<file path="config.mk">
export PLATFORM = sky130hd
export DESIGN_NAME = johnson_seq_ctrl
export DESIGN_NICKNAME = d
export VERILOG_FILES = /design/src/rtl/johnson_seq_ctrl.sv
export SDC_FILE = /design/constraint.sdc
export NUM_CORES = 1
export LEC_CHECK = 0
export ABC_AREA = 1
export BUFFER_PORTS_ARGS = -buffer_cell sky130_fd_sc_hd__buf_2
export CAP_MARGIN = 20
export CELL_PAD_IN_SITES_DETAIL_PLACEMENT = 1
export CELL_PAD_IN_SITES_GLOBAL_PLACEMENT = 2
export CORE_MARGIN = 4
export CORE_UTILIZATION = 25
export CTS_BUF_LIST = sky130_fd_sc_hd__clkbuf_16
export CTS_CLUSTER_DIAMETER = 60
export DETAILED_ROUTE_END_ITERATION = 12
export PLACE_DENSITY = 0.71
export SLEW_MARGIN = 20
export SYNTH_ARGS = -nofsm -noshare
export SYNTH_HDL_FRONTEND = slang
export SYNTH_SLANG_ARGS = --single-unit
</file>
<file path="constraint.sdc">
create_clock -name clk -period 3 [get_ports clk]
set_clock_uncertainty 0.2 [all_clocks]
set_input_delay 0.6 -clock clk [delete_from_list [all_inputs] [get_ports clk]]
set_output_delay 0.6 -clock clk [all_outputs]
set_load 0.02 [all_outputs]
</file>
<file path="src/rtl/johnson_seq_ctrl.sv">
// Johnson (twisted-ring) counter sequencer: runs a programmed number of full
// revolutions with hold/abort, one-hot phase decode and a done pulse.
module johnson_seq_ctrl #(
  parameter int WIDTH = 4,
  parameter int CNT_W = 8
) (
  input  logic                 clk,
  input  logic                 rst,
  input  logic                 start,
  input  logic [CNT_W-1:0]     num_cycles,
  input  logic                 hold,
  input  logic                 abort,
  output logic [WIDTH-1:0]     count,
  output logic [2*WIDTH-1:0]   phase,
  output logic                 busy,
  output logic                 done
);

  localparam int unsigned NPH = 2 * WIDTH;
  localparam logic [WIDTH-1:0] LAST = {1'b1, {(WIDTH-1){1'b0}}};

  typedef enum logic {
    IDLE,
    RUN
  } state_e;

  state_e             state_q, state_d;
  logic [WIDTH-1:0]   count_q, count_d;
  logic [CNT_W-1:0]   rem_q, rem_d;
  logic               done_q, done_d;
  logic [WIDTH-1:0]   jnext;
  int unsigned        pc;
  int unsigned        pidx;

  assign jnext = {count_q[WIDTH-2:0], ~count_q[WIDTH-1]};

  always_comb begin
    state_d = state_q;
    count_d = count_q;
    rem_d   = rem_q;
    done_d  = 1'b0;
    case (state_q)
      IDLE: begin
        count_d = '0;
        if (start) begin
          if (num_cycles != '0) begin
            rem_d   = num_cycles;
            state_d = RUN;
          end else begin
            done_d = 1'b1;
          end
        end
      end
      RUN: begin
        if (abort) begin
          count_d = '0;
          rem_d   = '0;
          state_d = IDLE;
        end else if (!hold) begin
          count_d = jnext;
          // Revolution boundary: the last ring state wraps back to all-zero.
          if (count_q == LAST) begin
            if (rem_q == CNT_W'(1)) begin
              rem_d   = '0;
              state_d = IDLE;
              done_d  = 1'b1;
            end else begin
              rem_d = rem_q - CNT_W'(1);
            end
          end
        end
      end
      default: state_d = IDLE;
    endcase
  end

  always_ff @(posedge clk or negedge rst) begin
    if (!rst) begin
      state_q <= IDLE;
      count_q <= '0;
      rem_q   <= '0;
      done_q  <= 1'b0;
    end else begin
      state_q <= state_d;
      count_q <= count_d;
      rem_q   <= rem_d;
      done_q  <= done_d;
    end
  end

  // Phase index: popcount on the rising half of the ring, 2*WIDTH - popcount on the falling half.
  always_comb begin
    pc = 0;
    for (int unsigned i = 0; i < WIDTH; i++) begin
      if (count_q[i]) pc++;
    end
    pidx = count_q[WIDTH-1] ? (NPH - pc) : pc;
    phase = '0;
    if (busy) begin
      for (int unsigned i = 0; i < NPH; i++) begin
        if (pidx == i) phase[i] = 1'b1;
      end
    end
  end

  assign busy  = (state_q == RUN);
  assign count = count_q;
  assign done  = done_q;

endmodule

</file>
==> results.sh, run 1 <==
export IMPL_setup_viol=8
export IMPL_final_common_cell="nand2_1"
export IMPL_nets=238
export IMPL_syn_cell_area_um2=1180
export IMPL_final_cells=269
export IMPL_drv_cap=0
export IMPL_most_common_layout_cells="50 x nand2_1, 18 x buf_2, 17 x nor2_1"
export IMPL_drtIter0Drc=21
export IMPL_wirelength_mm=3.69
export IMPL_crit_arrival_ns=2.53
export IMPL_wl_per_cell_um=13.7
export IMPL_cp_start_kind="flip-flop"
export IMPL_crit_path_start="count[1]$_DFFE_PN0P_"
export IMPL_setup_ws_ns=-0.326
export IMPL_hp_class="input pin to async pin"
export IMPL_syn_nets=200
export IMPL_core_um2=4470
export IMPL_rrSetupSlack_ns=1.01
export IMPL_synth_cells=180
export IMPL_floorplan_initialDensity=0.265
export IMPL_ys_ff_latch=14
export IMPL_via_count=1277
export IMPL_path_max_fanout=4
export IMPL_crit_required_ns=2.20
export IMPL_placementRows=24
export IMPL_regArea_um2=353
export IMPL_grt_max_degree=15
export IMPL_grt_antenna_before_repair=0
export IMPL_reg2reg_to="rem_q[1]$_DFFE_PN0P_"
export IMPL_numClockSinks=14
export IMPL_io_buffers=26
export IMPL_clockBufferDepth=2
export IMPL_fp_dieH_um=76.8
export IMPL_synth_cell_types=29
export IMPL_slew_violations=0
export IMPL_p_total_w=0.000941
export IMPL_yosysSeqAreaShare=0.296
export IMPL_placed_cells=264
export IMPL_cts_max_level=1
export IMPL_nFillCells=562
export IMPL_drc=0
export IMPL_dr_pass1_iters=4
export IMPL_clk_pin_slew_worst_paths_ns=0.05
export IMPL_cts_tree="built"
export IMPL_fin_crit_ns=3.33
export IMPL_r2r_cells=8
export IMPL_cts_buffers_inserted=3
export IMPL_clk_latency_ns=0.25
export IMPL_globalplace_congestion=0.765
export IMPL_grt_pass1_vias=1346
export IMPL_vdd_ir_drop_max_mv=0.251
export IMPL_rsz0062_at_grt="yes"
export IMPL_boundaryPins=27
export IMPL_avgSynthCellArea_um2=6.58
export IMPL_violations="negative setup slack"
export IMPL_hold_viol_final=0
export IMPL_areaGrowthSynthToFinish_pct=47.5
export IMPL_outcome="finished, violations left"
export IMPL_via_per_inst=4.75
export IMPL_synth_yosys_warnings=0
export IMPL_clockRootBuffer="clkbuf_16"
export IMPL_die_x_um=76.8
export IMPL_criticalPathCategory="flip-flop to output port"
export IMPL_hpwl_mm=3.10
export IMPL_power_density_nw_per_um2=539
export IMPL_worstSetupEndpointType="output port"
export IMPL_detailed_place_area_um2=1580
export IMPL_hold_buffers=0
export IMPL_leakage_nw=0.832
export IMPL_fin_area_um2=1750
export IMPL_layout_drive_gt1_share=0.350
export IMPL_grt_pass1_wl_mm=6.47
export IMPL_final_antenna_net_count=0
export IMPL_diodes=0
export IMPL_die_area_um2=5900
export IMPL_multiInputGateArea_um2=915
export IMPL_fmax_mhz=301
export IMPL_grt_overflow_total=0
export IMPL_worstReg2RegStart="busy$_DFF_PN0_"
export IMPL_finalCritPeriodShare=1.11
export IMPL_track_usage=0.137
[report_power, final]
part / switching (W) / total [W] / internal (W)
Combinational: 0.000248 / 0.000401 / 0.000154
Sequential: 0.0000511 / 0.000279 / 0.000228
Clock: 0.0000845 / 0.000261 / 0.000177
Total: 0.000383 / 0.000941 / 0.000558
[area by class of cell]
cell class / count / area share
clock buffers: 3 / 0.0430
clock inverters: 1 / 0.00215
inverters: 21 / 0.0452
multi-input cells: 142 / 0.524
flip-flops and latches: 14 / 0.202
well taps: 52 / 0.0373
repair buffers: 36 / 0.146
[stage by stage]
step | hold slack, ns | setup WS (ns) | setup TNS (ns) | utilization
after floorplan | 0.104 | -0.0176 | -0.129 | -
after detailed placement | 0.328 | -0.152 | -1.17 | 0.353
final | 0.0466 | -0.326 | -2.41 | 0.390
after global routing | 0.0751 | -0.448 | -3.33 | 0.390
after CTS | 0.0646 | -0.358 | -2.75 | 0.380
after global placement | 0.315 | -0.0738 | -0.556 | 0.353
[cell families (layout without fill, tap and decap cells)]
kind of cell    Yosys count  count (layout)  share of synthesized area
simple gates            104             104                      0.374
compound gates           26              26                      0.121
buf+inv                  24              61                     0.0867
flops                    14              14                      0.296
fa+ha+maj                 7               7                     0.0740
xor+xnor                  4               4                     0.0455
other cells               1               1                    0.00317
[worst max-delay path: stages, from the launching register on]
cell and delay [ns]:
dfrtp_2 0.41, inv_2 0.09, ha_4 0.21, inv_2 0.04, nand2_1 0.04, and2_4 0.15
inv_2 0.05, ha_4 0.12, nand2_4 0.05, xnor2_2 0.14, nand3_1 0.10, ha_1 0.29
or2_4 0.27, nand3_4 0.13, nor2_4 0.06, buf_6 0.12
[how the worst max path moves through the flow]
stage	end	slack [ns]	cells past startpoint
global route	phase[6]	-0.45	15
global placement	phase[6]	-0.07	14
CTS	phase[3]	-0.36	14
floorplan	phase[4]	-0.02	13
detailed placement	phase[6]	-0.15	11
finish	phase[7]	-0.33	15
[cell usage after synthesis]
library cell | count | area, um^2
nand2_1 | 53 | 199
nor2_1 | 25 | 93.8
inv_1 | 19 | 71.3
nand3_1 | 17 | 85.1
o21ai_0 | 15 | 75.1
dfrtp_1 | 14 | 350
ha_1 | 7 | 87.6
a21oi_1 | 5 | 25.0
nand4_1 | 3 | 18.8
inv_2 | 2 | 7.51
xnor2_1 | 2 | 17.5
a211oi_1 | 1 | 7.51
a22oi_1 | 1 | 7.51
and2_4 | 1 | 8.76
buf_2 | 1 | 5.00
buf_4 | 1 | 7.51
buf_6 | 1 | 11.3
conb_1 | 1 | 3.75
nand2_2 | 1 | 6.26
nand3b_1 | 1 | 7.51
nor2_2 | 1 | 6.26
nor2_4 | 1 | 11.3
o211ai_1 | 1 | 7.51
o21ai_1 | 1 | 5.00
o21bai_1 | 1 | 7.51
o31ai_1 | 1 | 7.51
or2_2 | 1 | 6.26
xor2_1 | 1 | 8.76
xor2_4 | 1 | 27.5
[sequential cells by signal, summed over array words and instances, names as in the netlist]
name / cells
rem_q: 8
count: 4
busy: 1
done: 1
[what timing repair did]
action                     in CTS  in global routing
buffers inserted                1                  0
setup endpoints to repair       8                  8
pin swaps                       2                  2
resized for setup              11                 11
[layer usage]
metal | track usage | routed length, um
met5 | 0 | 0
met4 | 0.0489 | 49
met3 | 0.0234 | 110
met2 | 0.249 | 1910
met1 | 0.159 | 1620
(Power assumes the default switching activity.)
==> run 2: changes to the inputs <==
--- a/config.mk
+++ b/config.mk
@@ -10,6 +10,7 @@
 export CAP_MARGIN = 20
 export CELL_PAD_IN_SITES_DETAIL_PLACEMENT = 1
 export CELL_PAD_IN_SITES_GLOBAL_PLACEMENT = 2
+export CORE_ASPECT_RATIO = 0.6
 export CORE_MARGIN = 4
 export CORE_UTILIZATION = 25
 export CTS_BUF_LIST = sky130_fd_sc_hd__clkbuf_16
==> results.sh, run 2 (same netlist as run 1, synthesis figures left out) <==
export IMPL_criticalPathCategory="flip-flop to output port"
export IMPL_setup_ws_ns=-0.308
export IMPL_via_per_inst=4.56
export IMPL_core_um2=4560
export IMPL_vdd_ir_drop_max_mv=0.237
export IMPL_worstSetupEndpointType="output port"
export IMPL_grt_overflow_total=0
export IMPL_reg2reg_to="rem_q[7]$_DFFE_PN0P_"
export IMPL_endpoint="phase[7]"
export IMPL_path_max_fanout=4
export IMPL_placementRows=19
export IMPL_crit_required_ns=2.20
export IMPL_slew_violations=0
export IMPL_final_cells=279
export IMPL_grt_antenna_before_repair=0
export IMPL_power_switching_w=0.000386
export IMPL_leakage_nw=0.808
export IMPL_hp_class="input pin to async pin"
export IMPL_grt_pass1_wl_mm=6.45
export IMPL_numClockSinks=14
export IMPL_hold_buffers=0
export IMPL_rsz0062_at_grt="yes"
export IMPL_largest_register_ffs=8
export IMPL_clockRootBuffer="clkbuf_16"
export IMPL_drtIter0Drc=43
export IMPL_worstReg2RegStart="busy$_DFF_PN0_"
export IMPL_sequentialPowerShare=0.306
export IMPL_switching_share=0.411
export IMPL_p_comb_frac=0.423
export IMPL_crit_path_start="count[1]$_DFFE_PN0P_"
export IMPL_hpwl_mm=3.27
export IMPL_power_density_nw_per_um2=542
export IMPL_diodes=0
export IMPL_fp_dieH_um=61.3
export IMPL_wl_per_cell_um=13.9
export IMPL_most_common_layout_cells="51 x nand2_1, 18 x buf_2, 17 x nor2_1"
export IMPL_rrSetupSlack_ns=0.83
export IMPL_cts_tree="built"
export IMPL_fin_crit_ns=3.31
export IMPL_cts_max_level=1
export IMPL_clockBufferDepth=2
export IMPL_nFillCells=580
export IMPL_detailed_place_area_um2=1600
export IMPL_setup_viol=8
export IMPL_grt_pass1_vias=1340
export IMPL_r2r_cells=8
export IMPL_wirelength_mm=3.88
export IMPL_track_usage=0.137
export IMPL_crit_arrival_ns=2.51
export IMPL_violations="negative setup slack"
export IMPL_final_antenna_net_count=0
export IMPL_cp_start_kind="flip-flop"
export IMPL_nets=237
export IMPL_p_clk_frac=0.271
export IMPL_grt_max_degree=15
export IMPL_globalplace_congestion=0.819
export IMPL_regMostFlops="rem_q"
export IMPL_clk_latency_ns=0.24
export IMPL_drc=0
export IMPL_cts_buffers_inserted=3
export IMPL_hold_viol_final=0
export IMPL_die_x_um=96.8
export IMPL_areaGrowthSynthToFinish_pct=46.4
export IMPL_io_buffers=26
export IMPL_boundaryPins=27
export IMPL_via_count=1272
export IMPL_p_total_w=0.000940
export IMPL_final_common_cell="nand2_1"
export IMPL_drv_cap=0
export IMPL_fin_area_um2=1730
export IMPL_die_area_um2=5940
export IMPL_fmax_mhz=302
export IMPL_clk_pin_slew_worst_paths_ns=0.05
export IMPL_p_int_w=0.000553
export IMPL_dp_slack_ns=-0.143
export IMPL_floorplan_initialDensity=0.259
export IMPL_finalCritPeriodShare=1.10
export IMPL_layout_drive_gt1_share=0.338
export IMPL_hold_slack_ns=0.0578
export IMPL_outcome="finished, violations left"
export IMPL_placed_cells=275
export IMPL_dr_pass1_iters=4
## run 2: cell count changes in the layout (fill, tap and decap cells not counted)
cell,previous run,this run
nand2_4,1,0
o21ai_4,1,0
buf_4,10,9
nand2_1,50,51
o21ai_1,1,2
## run 2: worst max-delay path, stage by stage, from the launching register on
cell and delay, ns:
dfrtp_2 0.42, inv_2 0.08, ha_4 0.21, inv_2 0.04
nand2_1 0.04, and2_4 0.14, inv_2 0.06, ha_4 0.12
nand2_2 0.06, xnor2_2 0.15, nand3_1 0.10, ha_1 0.28
or2_4 0.27, nand3_4 0.14, nor2_4 0.04, buf_6 0.12
## run 2: how the worst min path moves through the flow
| stage | startpoint | to | slack [ns] | cells past startpoint |
|---|---|---|---|---|
| global route | rst | rem_q[3]$_DFFE_PN0P_ | 0.09 | 1 |
| detailed placement | rem_q[0]$_DFFE_PN0P_ | rem_q[0]$_DFFE_PN0P_ | 0.32 | 2 |
| finish | rst | rem_q[3]$_DFFE_PN0P_ | 0.06 | 1 |
| CTS | rst | rem_q[3]$_DFFE_PN0P_ | 0.07 | 1 |
| floorplan | rst | busy$_DFF_PN0_ | 0.10 | 0 |
| global placement | rem_q[1]$_DFFE_PN0P_ | rem_q[1]$_DFFE_PN0P_ | 0.31 | 2 |
## run 2: final cells by class
cell class / count / area [um^2] / share of cell area
clock buffer: 3 / 75.1 / 0.0433
multi-input combinational: 142 / 896 / 0.517
sequential: 14 / 353 / 0.204
timing repair buffer: 35 / 248 / 0.143
clock inverter: 1 / 3.75 / 0.00217
tap: 63 / 78.8 / 0.0455
inverter: 21 / 78.8 / 0.0455
## run 2: power groups by stage
stage / Sequential (W) / Clock (W) / Combinational [W]
floorplan: 0.000273 / 0 / 0.000283
global placement: 0.000284 / 0 / 0.000377
detailed placement: 0.000290 / 0 / 0.000389
CTS: 0.000286 / 0.000260 / 0.000403
global route: 0.000296 / 0.000268 / 0.000454
finish: 0.000287 / 0.000255 / 0.000397
## run 2: stage by stage
| stage | TNS [ns] | util |
|---|---|---|
| after floorplan | -0.129 | - |
| after global placement | -0.920 | 0.350 |
| after detailed placement | -1.07 | 0.350 |
| after CTS | -2.94 | 0.380 |
| after global routing | -3.40 | 0.380 |
| final | -2.36 | 0.380 |
## run 2: repair_timing
| item | 4_1_cts | 5_1_grt |
|---|---|---|
| resized for setup | 18 | 0 |
| gates cloned | 0 | 0 |
| endpoints found under the setup margin | 8 | 8 |
| setup buffers | 0 | 0 |
| pin swaps | 14 | 3 |
## run 2: metal layers
metal | GRT usage | up-vias | wire length [um]
met1 | 0.196 | 603 | 2140
met5 | 0 | - | 0
met2 | 0.216 | 17 | 1630
li1 | - | 650 | -
met3 | 0.0317 | 2 | 88
met4 | 0.0260 | 0 | 19
==> run 3: changes to the inputs <==
--- a/config.mk
+++ b/config.mk
@@ -12,11 +12,11 @@
 export CELL_PAD_IN_SITES_GLOBAL_PLACEMENT = 2
 export CORE_ASPECT_RATIO = 0.6
 export CORE_MARGIN = 4
-export CORE_UTILIZATION = 25
+export CORE_UTILIZATION = 30
 export CTS_BUF_LIST = sky130_fd_sc_hd__clkbuf_16
 export CTS_CLUSTER_DIAMETER = 60
 export DETAILED_ROUTE_END_ITERATION = 12
-export PLACE_DENSITY = 0.71
+export PLACE_DENSITY = 0.8
 export SLEW_MARGIN = 20
 export SYNTH_ARGS = -nofsm -noshare
 export SYNTH_HDL_FRONTEND = slang
==> constraint.sdc (replaced) <==
create_clock -name clk -period 4.2 [get_ports clk]
set_clock_uncertainty 0.2 [all_clocks]
set_input_delay 0.84 -clock clk [delete_from_list [all_inputs] [get_ports clk]]
set_output_delay 0.84 -clock clk [all_outputs]
set_load 0.02 [all_outputs]
==> results.sh, run 3 (same netlist as run 1, synthesis figures left out) <==
export IMPL_crit_arrival_ns=2.88
export IMPL_io_buffers=26
export IMPL_clockRootBuffer="clkbuf_16"
export IMPL_crit_required_ns=3.16
export IMPL_cp_slowest_cell="dfrtp_1"
export IMPL_via_count=1261
export IMPL_worstReg2RegStart="busy$_DFF_PN0_"
export IMPL_numClockSinks=14
export IMPL_criticalPathCategory="flip-flop to output port"
export IMPL_wirelength_mm=3.76
export IMPL_hpwl_mm=2.90
export IMPL_die_area_um2=5050
export IMPL_rsz0062_at_grt="no"
export IMPL_track_usage=0.157
export IMPL_floorplan_initialDensity=0.318
export IMPL_via_per_inst=4.95
export IMPL_diodes=0
export IMPL_hp_class="input pin to async pin"
export IMPL_grt_pass1_wl_mm=6.12
export IMPL_hold_viol_final=0
export IMPL_clockBufferDepth=2
export IMPL_setup_viol=0
export IMPL_wl_per_cell_um=14.7
export IMPL_nets=230
export IMPL_finalCritPeriodShare=0.932
export IMPL_layout_drive_gt1_share=0.197
export IMPL_cts_tree="built"
export IMPL_core_um2=3720
export IMPL_cp_start_kind="flip-flop"
export IMPL_leakage_nw=0.762
export IMPL_grt_max_degree=15
export IMPL_most_common_layout_cells="53 x nand2_1, 26 x buf_2, 25 x nor2_1"
export IMPL_dr_pass1_iters=4
export IMPL_fin_crit_ns=3.92
export IMPL_fp_dieH_um=56.7
export IMPL_slew_violations=0
export IMPL_placementRows=17
export IMPL_grt_overflow_total=0
export IMPL_globalplace_congestion=0.811
export IMPL_grt_antenna_before_repair=0
export IMPL_cts_buffers_inserted=3
export IMPL_clk_latency_ns=0.25
export IMPL_drtIter0Drc=32
export IMPL_drv_cap=0
export IMPL_die_x_um=89.1
export IMPL_regMostFlops="rem_q"
export IMPL_crit_path_start="count[0]$_DFFE_PN0P_"
export IMPL_slowest_delay_ns=0.40
export IMPL_boundaryPins=27
export IMPL_largest_register_ffs=8
export IMPL_worstSetupEndpointType="output port"
export IMPL_clk_pin_slew_worst_paths_ns=0.05
export IMPL_drc=0
export IMPL_final_cells=255
export IMPL_power_density_nw_per_um2=438
export IMPL_vdd_ir_drop_max_mv=0.151
export IMPL_final_antenna_net_count=0
export IMPL_outcome="finished clean"
export IMPL_cts_max_level=1
export IMPL_path_max_fanout=5
export IMPL_nFillCells=486
export IMPL_areaGrowthSynthToFinish_pct=22.5
export IMPL_fin_setup_tns_ns=0
export IMPL_fmax_mhz=255
export IMPL_grt_pass1_vias=1254
export IMPL_cp_cell_sequence="inv_1 > ha_1 > inv_1 > nand2_1 > and2_4 > inv_1 > ha_1 > o21ai_2 > nand3_1 > ha_1 > or2_2 > nand3_1 > nor2_1 > buf_2"
export IMPL_placed_cells=250
export IMPL_final_common_cell="nand2_1"
==> run 3: changes by cell type in the layout (fill, tap and decap cells not counted), sizes merged <==
cell and delta:
clkinv -1, buf -7
==> run 3: final timing paths <==
| check | endpoint | slack [ns] | cells after the start |
|---|---|---|---|
| worst max-delay path | phase[7] | 0.28 | 14 |
| min in group clk | rem_q[1]$_DFFE_PN0P_ | 0.33 | 2 |
| max in group asynchronous | busy$_DFF_PN0_ | 3.24 | 1 |
| worst min-delay path | rem_q[6]$_DFFE_PN0P_ | 0.30 | 1 |
| worst min register to register | rem_q[1]$_DFFE_PN0P_ | 0.33 | 2 |
| worst max register to register | rem_q[5]$_DFFE_PN0P_ | 1.95 | 8 |
==> run 3: cell type report <==
| class | count | area (um^2) | share of cell area |
|---|---|---|---|
| Clock buffer | 3 | 75.1 | 0.0518 |
| Inverter | 21 | 78.8 | 0.0544 |
| Multi-Input combinational cell | 142 | 742 | 0.512 |
| Sequential cell | 14 | 350 | 0.242 |
| Tap cell | 47 | 58.8 | 0.0406 |
| Timing Repair Buffer | 28 | 145 | 0.100 |
==> run 3: power breakdown <==
part	total, W	internal, W	switching (W)
Sequential	0.000202	0.000162	0.0000398
Combinational	0.000250	0.0000872	0.000163
Clock	0.000184	0.000125	0.0000586
Total	0.000636	0.000375	0.000261
==> run 3: critical path, delay by kind of cell, from the launching register on <==
kind                     cells  cell delay [ns]
adder cells (fa/ha/maj)      3             0.91
AO/OA/AOI/OAI                1             0.15
buffers and inverters        4             0.32
AND/OR/NAND/NOR              6             0.84
flip-flops                   1             0.40
==> run 3: through the flow <==
step	util	total power [W]	worst slack (ns)	hold slack, ns	cell area, um^2
after floorplan	-	0.000373	0.588	0.275	1180
after global placement	0.362	0.000436	0.546	0.303	1350
after detailed placement	0.362	0.000447	0.456	0.311	1350
after CTS	0.383	0.000634	0.175	0.316	1420
after global routing	0.390	0.000687	0.0163	0.334	1450
final	0.390	0.000636	0.284	0.299	1450
==> run 3: what timing repair did <==
item	in CTS	in global routing
hold buffers	0	0
gates resized for setup	0	4
endpoints found under the setup margin	0	8
setup buffers	0	2
==> run 3: per-layer routing <==
layer / global-route usage / routed length, um / vias up
met5: 0 / 0 / -
met4: 0.0318 / 17 / 0
met2: 0.209 / 1470 / 23
met1: 0.253 / 2080 / 602
met3: 0.0352 / 190 / 2
li1: - / - / 634
